$ cat src/rtl/gpio_debounce.sv
// Multi-channel pad synchroniser and debouncer with rise/fall event pulses.
// One free-running prescaler is shared; each channel has its own stability counter.
module gpio_debounce #(
  parameter int unsigned N_CHANNELS   = 5,
  parameter int unsigned PRESCALE_DIV = 36000,
  parameter int unsigned STABLE_TICKS = 8,
  parameter logic [N_CHANNELS-1:0] RESET_VALUE = {N_CHANNELS{1'b1}}
) (
  input  logic                  clk,
  input  logic                  rst,
  input  logic [N_CHANNELS-1:0] in,
  output logic [N_CHANNELS-1:0] out,
  output logic [N_CHANNELS-1:0] rise,
  output logic [N_CHANNELS-1:0] fall
);

  localparam int unsigned PcntW = (PRESCALE_DIV > 1) ? $clog2(PRESCALE_DIV) : 1;
  localparam int unsigned CntW  = $clog2(STABLE_TICKS + 1);

  localparam logic [PcntW-1:0] PcntLast = PcntW'(PRESCALE_DIV - 1);
  localparam logic [CntW-1:0]  CntLast  = CntW'(STABLE_TICKS - 1);

  logic [N_CHANNELS-1:0] sync1_q;
  logic [N_CHANNELS-1:0] sync_q;

  logic [PcntW-1:0] pcnt_q, pcnt_d;
  logic             tick;

  logic [N_CHANNELS-1:0][CntW-1:0] cnt_q, cnt_d;
  logic [N_CHANNELS-1:0]           out_q, out_d;
  logic [N_CHANNELS-1:0]           rise_q, rise_d;
  logic [N_CHANNELS-1:0]           fall_q, fall_d;

  // Two-flop synchroniser; both stages idle at the pad pull-up level.
  always_ff @(posedge clk or posedge rst) begin
    if (rst) begin
      sync1_q <= RESET_VALUE;
      sync_q  <= RESET_VALUE;
    end else begin
      sync1_q <= in;
      sync_q  <= sync1_q;
    end
  end

  // With PRESCALE_DIV == 1 the counter sits at 0 and tick is permanently high.
  always_comb begin
    tick   = (pcnt_q == PcntLast);
    pcnt_d = tick ? '0 : pcnt_q + PcntW'(1);
  end

  always_ff @(posedge clk or posedge rst) begin
    if (rst) begin
      pcnt_q <= '0;
    end else begin
      pcnt_q <= pcnt_d;
    end
  end

  always_comb begin
    out_d  = out_q;
    rise_d = '0;
    fall_d = '0;
    cnt_d  = cnt_q;
    for (int i = 0; i < int'(N_CHANNELS); i++) begin
      if (sync_q[i] == out_q[i]) begin
        // Any return to the current level restarts the stability window.
        cnt_d[i] = '0;
      end else if (tick && (cnt_q[i] == CntLast)) begin
        out_d[i]  = sync_q[i];
        cnt_d[i]  = '0;
        rise_d[i] = sync_q[i];
        fall_d[i] = ~sync_q[i];
      end else if (tick) begin
        cnt_d[i] = cnt_q[i] + CntW'(1);
      end
    end
  end

  always_ff @(posedge clk or posedge rst) begin
    if (rst) begin
      cnt_q  <= '0;
      out_q  <= RESET_VALUE;
      rise_q <= '0;
      fall_q <= '0;
    end else begin
      cnt_q  <= cnt_d;
      out_q  <= out_d;
      rise_q <= rise_d;
      fall_q <= fall_d;
    end
  end

  assign out  = out_q;
  assign rise = rise_q;
  assign fall = fall_q;

endmodule

$ cat config.mk
export PLATFORM = sky130hd
export DESIGN_NAME = gpio_debounce
export DESIGN_NICKNAME = d
export VERILOG_FILES = /design/src/rtl/gpio_debounce.sv
export SDC_FILE = /design/constraint.sdc
export NUM_CORES = 1
export LEC_CHECK = 0
export BUFFER_PORTS_ARGS = -buffer_cell sky130_fd_sc_hd__buf_2
export CAP_MARGIN = 25
export CELL_PAD_IN_SITES_DETAIL_PLACEMENT = 1
export CELL_PAD_IN_SITES_GLOBAL_PLACEMENT = 2
export CORE_ASPECT_RATIO = 1.1
export CORE_MARGIN = 3
export CORE_UTILIZATION = 35
export CTS_CLUSTER_DIAMETER = 120
export DETAILED_ROUTE_END_ITERATION = 16
export PLACE_DENSITY = 0.67
export SYNTH_ARGS = -nofsm -noshare
export SYNTH_HDL_FRONTEND = slang
export SYNTH_SLANG_ARGS = --single-unit
export TNS_END_PERCENT = 50
$ cat constraint.sdc
create_clock -name clk -period 2.3 [get_ports clk]
set_clock_uncertainty 0.15 [all_clocks]
set_input_delay 0.46 -clock clk [delete_from_list [all_inputs] [get_ports clk]]
set_output_delay 0.46 -clock clk [all_outputs]
set_load 0.05 [all_outputs]
==> metrics.md <==
| Metric | Value |
|---|---|
| Status | complete, no violations |
| Share of the synthesized area in the top cell type | 44.1% |
| RSZ-0062 raised after global routing | false |
| Antenna violations before repair | 0 |
| DRT Wirelength | 5.00 mm |
| Area contributors post-synth | dfrtp_1 44%, dfstp_2 15%, a21oi_1 4.0% |
| Vias per inst | 5.07 |
| DR WL/cell | 14.3 microns |
| ANT nets after route | 0 |
| Vias in the first global route | 1828 |
| Synth-to-layout area growth | 19.9% |
| Largest family of logic cells by synthesized area | simple AND/OR/NAND/NOR gates |
| # fillers | 769 |
| GR Util met1 | 16.0% |
| Place WS | 0.215 ns |
| Syn Std Cell Area | 0.00261 sq mm |
| Fin crit period | 2.08 ns |
| Synth Area in Compound Gates | 6.24% |
| Die X | 88.3 microns |
| Type of origin of the critical path | register |
| Grt met2 use | 21.2% |
| All-Layer GR Usage | 13.1% |
| Synthesized flop and latch total | 61 |
| Post-CTS resize count | 0 |
| Hold WC Path Type | primary input to asynchronous set/reset pin |
| Root buffer cell | clkbuf_8 |
| XOR/XNOR share of the synthesized area | 6.04% |
| Gate Count Post-Synth | 226 |
| Least-Margin Pin Slew | 0.452 ns |
| Remaining global-route overflow | 0 |
| Clock transition at path regs | 0.07 ns |
| Skew-Pair Late Insertion Delay | 0.33 ns |
| CTS tree | built |
| DR pass1 iterations | 4 |
| Ant. Diodes | 0 |
| Share of cells above drive strength 1 | 25.6% |
| WP data required | 2.41 ns |
| Final RePlAce weighted congestion | 0.708 |
| Largest net degree at the start of global routing | 62 |
| Maximum VDD drop | 0.470 mV |
| Post-CTS Setup Bufs | 0 |
| Synth Area in Simple Gates | 21.4% |
| Number of buffers created by CTS | 9 |
| Port bufs | 21 |
| HPWL after detailed placement | 3.31 mm |
| Mux cell area share after synthesis | 2.16% |
| Final hold viol count | 0 |
| Mean Syn Cell Area | 11.5 sq um |
| Dominant cell type by area after synthesis | dfrtp_1 |
| Synthesized-area fraction occupied by adder cells | 2.88% |
| Setup TNS | 0 ns |
| CTS sink count | 61 |
| Remaining routing DRC violations | 0 |
| Cell area power density | 734 mW/mm^2 |
| First-pass GRT wire length | 8.42 mm |
| Clock buffer depth | 2 |
| Number of DRC markers in iteration 0 | 52 |
| # rows | 32 |
| Critical Path Fanout Max | 36 |
| Met3 usage | 3.05% |
| Synth unique cells | 28 |
| Setup violators final | 0 |
| Setup CP Type | register to register |
| Synth Warn # | 0 |
| Post-Syn Nets | 239 |
| LEAKAGE | 1.40 nW |
| Most used routing layer | met2 |
| Register area | 0.00155 sq mm |
| Starting Density | 36.6% |
| Final nets | 274 |
| Multi-input gate area in the final layout | 0.00101 sq mm |
| Final worst slack | 0.221 ns |
| Critical Path End Type | register |
| Slew Viols, Final | 0 |
| H-Tree Depth | 3 |
| Slew HR | 69.7% |
| Core box area | 0.00713 sq mm |
| Maxcap violations | 0 |
| Arr. time, crit path | 2.19 ns |
| Seq/Total Area, Yosys | 59.2% |
| Die H | 96.6 microns |
| Total number of vias | 1780 |
| Max Clk Rate | 0.481 GHz |
| Final worst-path cycle share | 90.4% |
| Hold_buf cts | 0 |
| Die area | 0.00853 sq mm |
| I/O Pins | 22 |
-- power breakdown --
part | internal [mW] | leakage [nW] | switching, mW | total [mW]
clock network | 0.749 | 0.121 | 0.411 | 1.16
logic | 0.0110 | 0.497 | 0.0282 | 0.0391
registers | 1.09 | 0.785 | 0.00609 | 1.10
-- critical path, stage by stage, from the launching register on --
cell	delay [ns]
dfrtp_1	0.37
ha_1	0.21
and4_1	0.32
nand4_4	0.13
buf_12	0.19
or4_1	0.47
a21oi_1	0.16
-- path summary, 6_finish.rpt --
kind,from,end,slack (ns),cells after the start
min in group clk,in[3],sync1_q[3],0.07,1
worst max register to register,pcnt_q[0],cnt_q[19],0.22,6
worst min register to register,sync1_q[1],sync_q[1],0.21,0
worst min-delay path,rst,rise[4],0.03,3
max in group asynchronous,rst,out[1],1.65,3
worst max-delay path,pcnt_q[0],cnt_q[19],0.22,6
-- layout make-up --
type	count	share of cell area (%)
sequential	61	49.4
clock buffer	12	4.64
tap	85	3.40
timing repair buffer	29	6.48
multi-input combinational	154	32.3
clock inverter	4	3.04
inverter	6	0.720
-- cell usage after synthesis, drive strengths merged --
library cell	n
or4	6
nor2	11
inv	6
nand3	10
clkbuf	1
buf	4
xnor2	9
ha	6
and4bb	1
nand2	27
or3	10
nor4b	1
o31ai	1
xor2	9
nor3b	11
and3	1
and4b	2
o21ai	10
dfstp	15
nand4	5
dfrtp	46
mux2	5
a21oi	21
and4	5
and2	3
-- registers in the layout, indices dropped and copies added (netlist names) --
| name | flops |
|---|---|
| cnt_q | 20 |
| sync1_q | 5 |
| rise | 5 |
| pcnt_q | 16 |
| fall | 5 |
| out | 5 |
| sync_q | 5 |
-- placed cells by master (no fill, tap or decap), drive strengths merged, types with 5 or more instances in the layout --
| cell type | n |
|---|---|
| nand4 | 5 |
| dfstp | 15 |
| nand3 | 10 |
| nor2 | 11 |
| xor2 | 9 |
| clkbuf | 12 |
| xnor2 | 9 |
| and4 | 5 |
| o21ai | 10 |
| or3 | 10 |
| dfrtp | 46 |
| nor3b | 11 |
| ha | 6 |
| inv | 6 |
| buf | 29 |
| mux2 | 5 |
| a21oi | 21 |
| nand2 | 27 |
| or4 | 6 |
-- layer usage --
layer / share of wire (%) / wire length, microns
met1: 47 / 2370
met2: 48 / 2400
met3: 2.4 / 121
met4: 2.2 / 110
met5: 0 / 0
-- logic make-up after synthesis --
| kind of cell | after synthesis |
|---|---|
| buffers and inverters | 11 |
| adders and majority gates | 6 |
| and+or+nand+nor | 93 |
| DFF | 61 |
| xor gates and xnor gates | 18 |
| AOI/OAI and AO/OA | 32 |
| muxes | 5 |
-- through the flow --
step	hold WS, ns	total power, mW	instances	utilization, %	cell area [sq um]
floorplan	0.195	1.14	226	-	2610
global placement	0.196	1.16	335	40.5	2890
detailed placement	0.197	1.16	335	40.5	2890
CTS	0.0329	2.34	351	43.9	3130
global route	0.0457	2.39	351	43.9	3130
finish	0.0331	2.29	351	43.9	3130
Note: power is estimated with default switching activity, not from simulation.
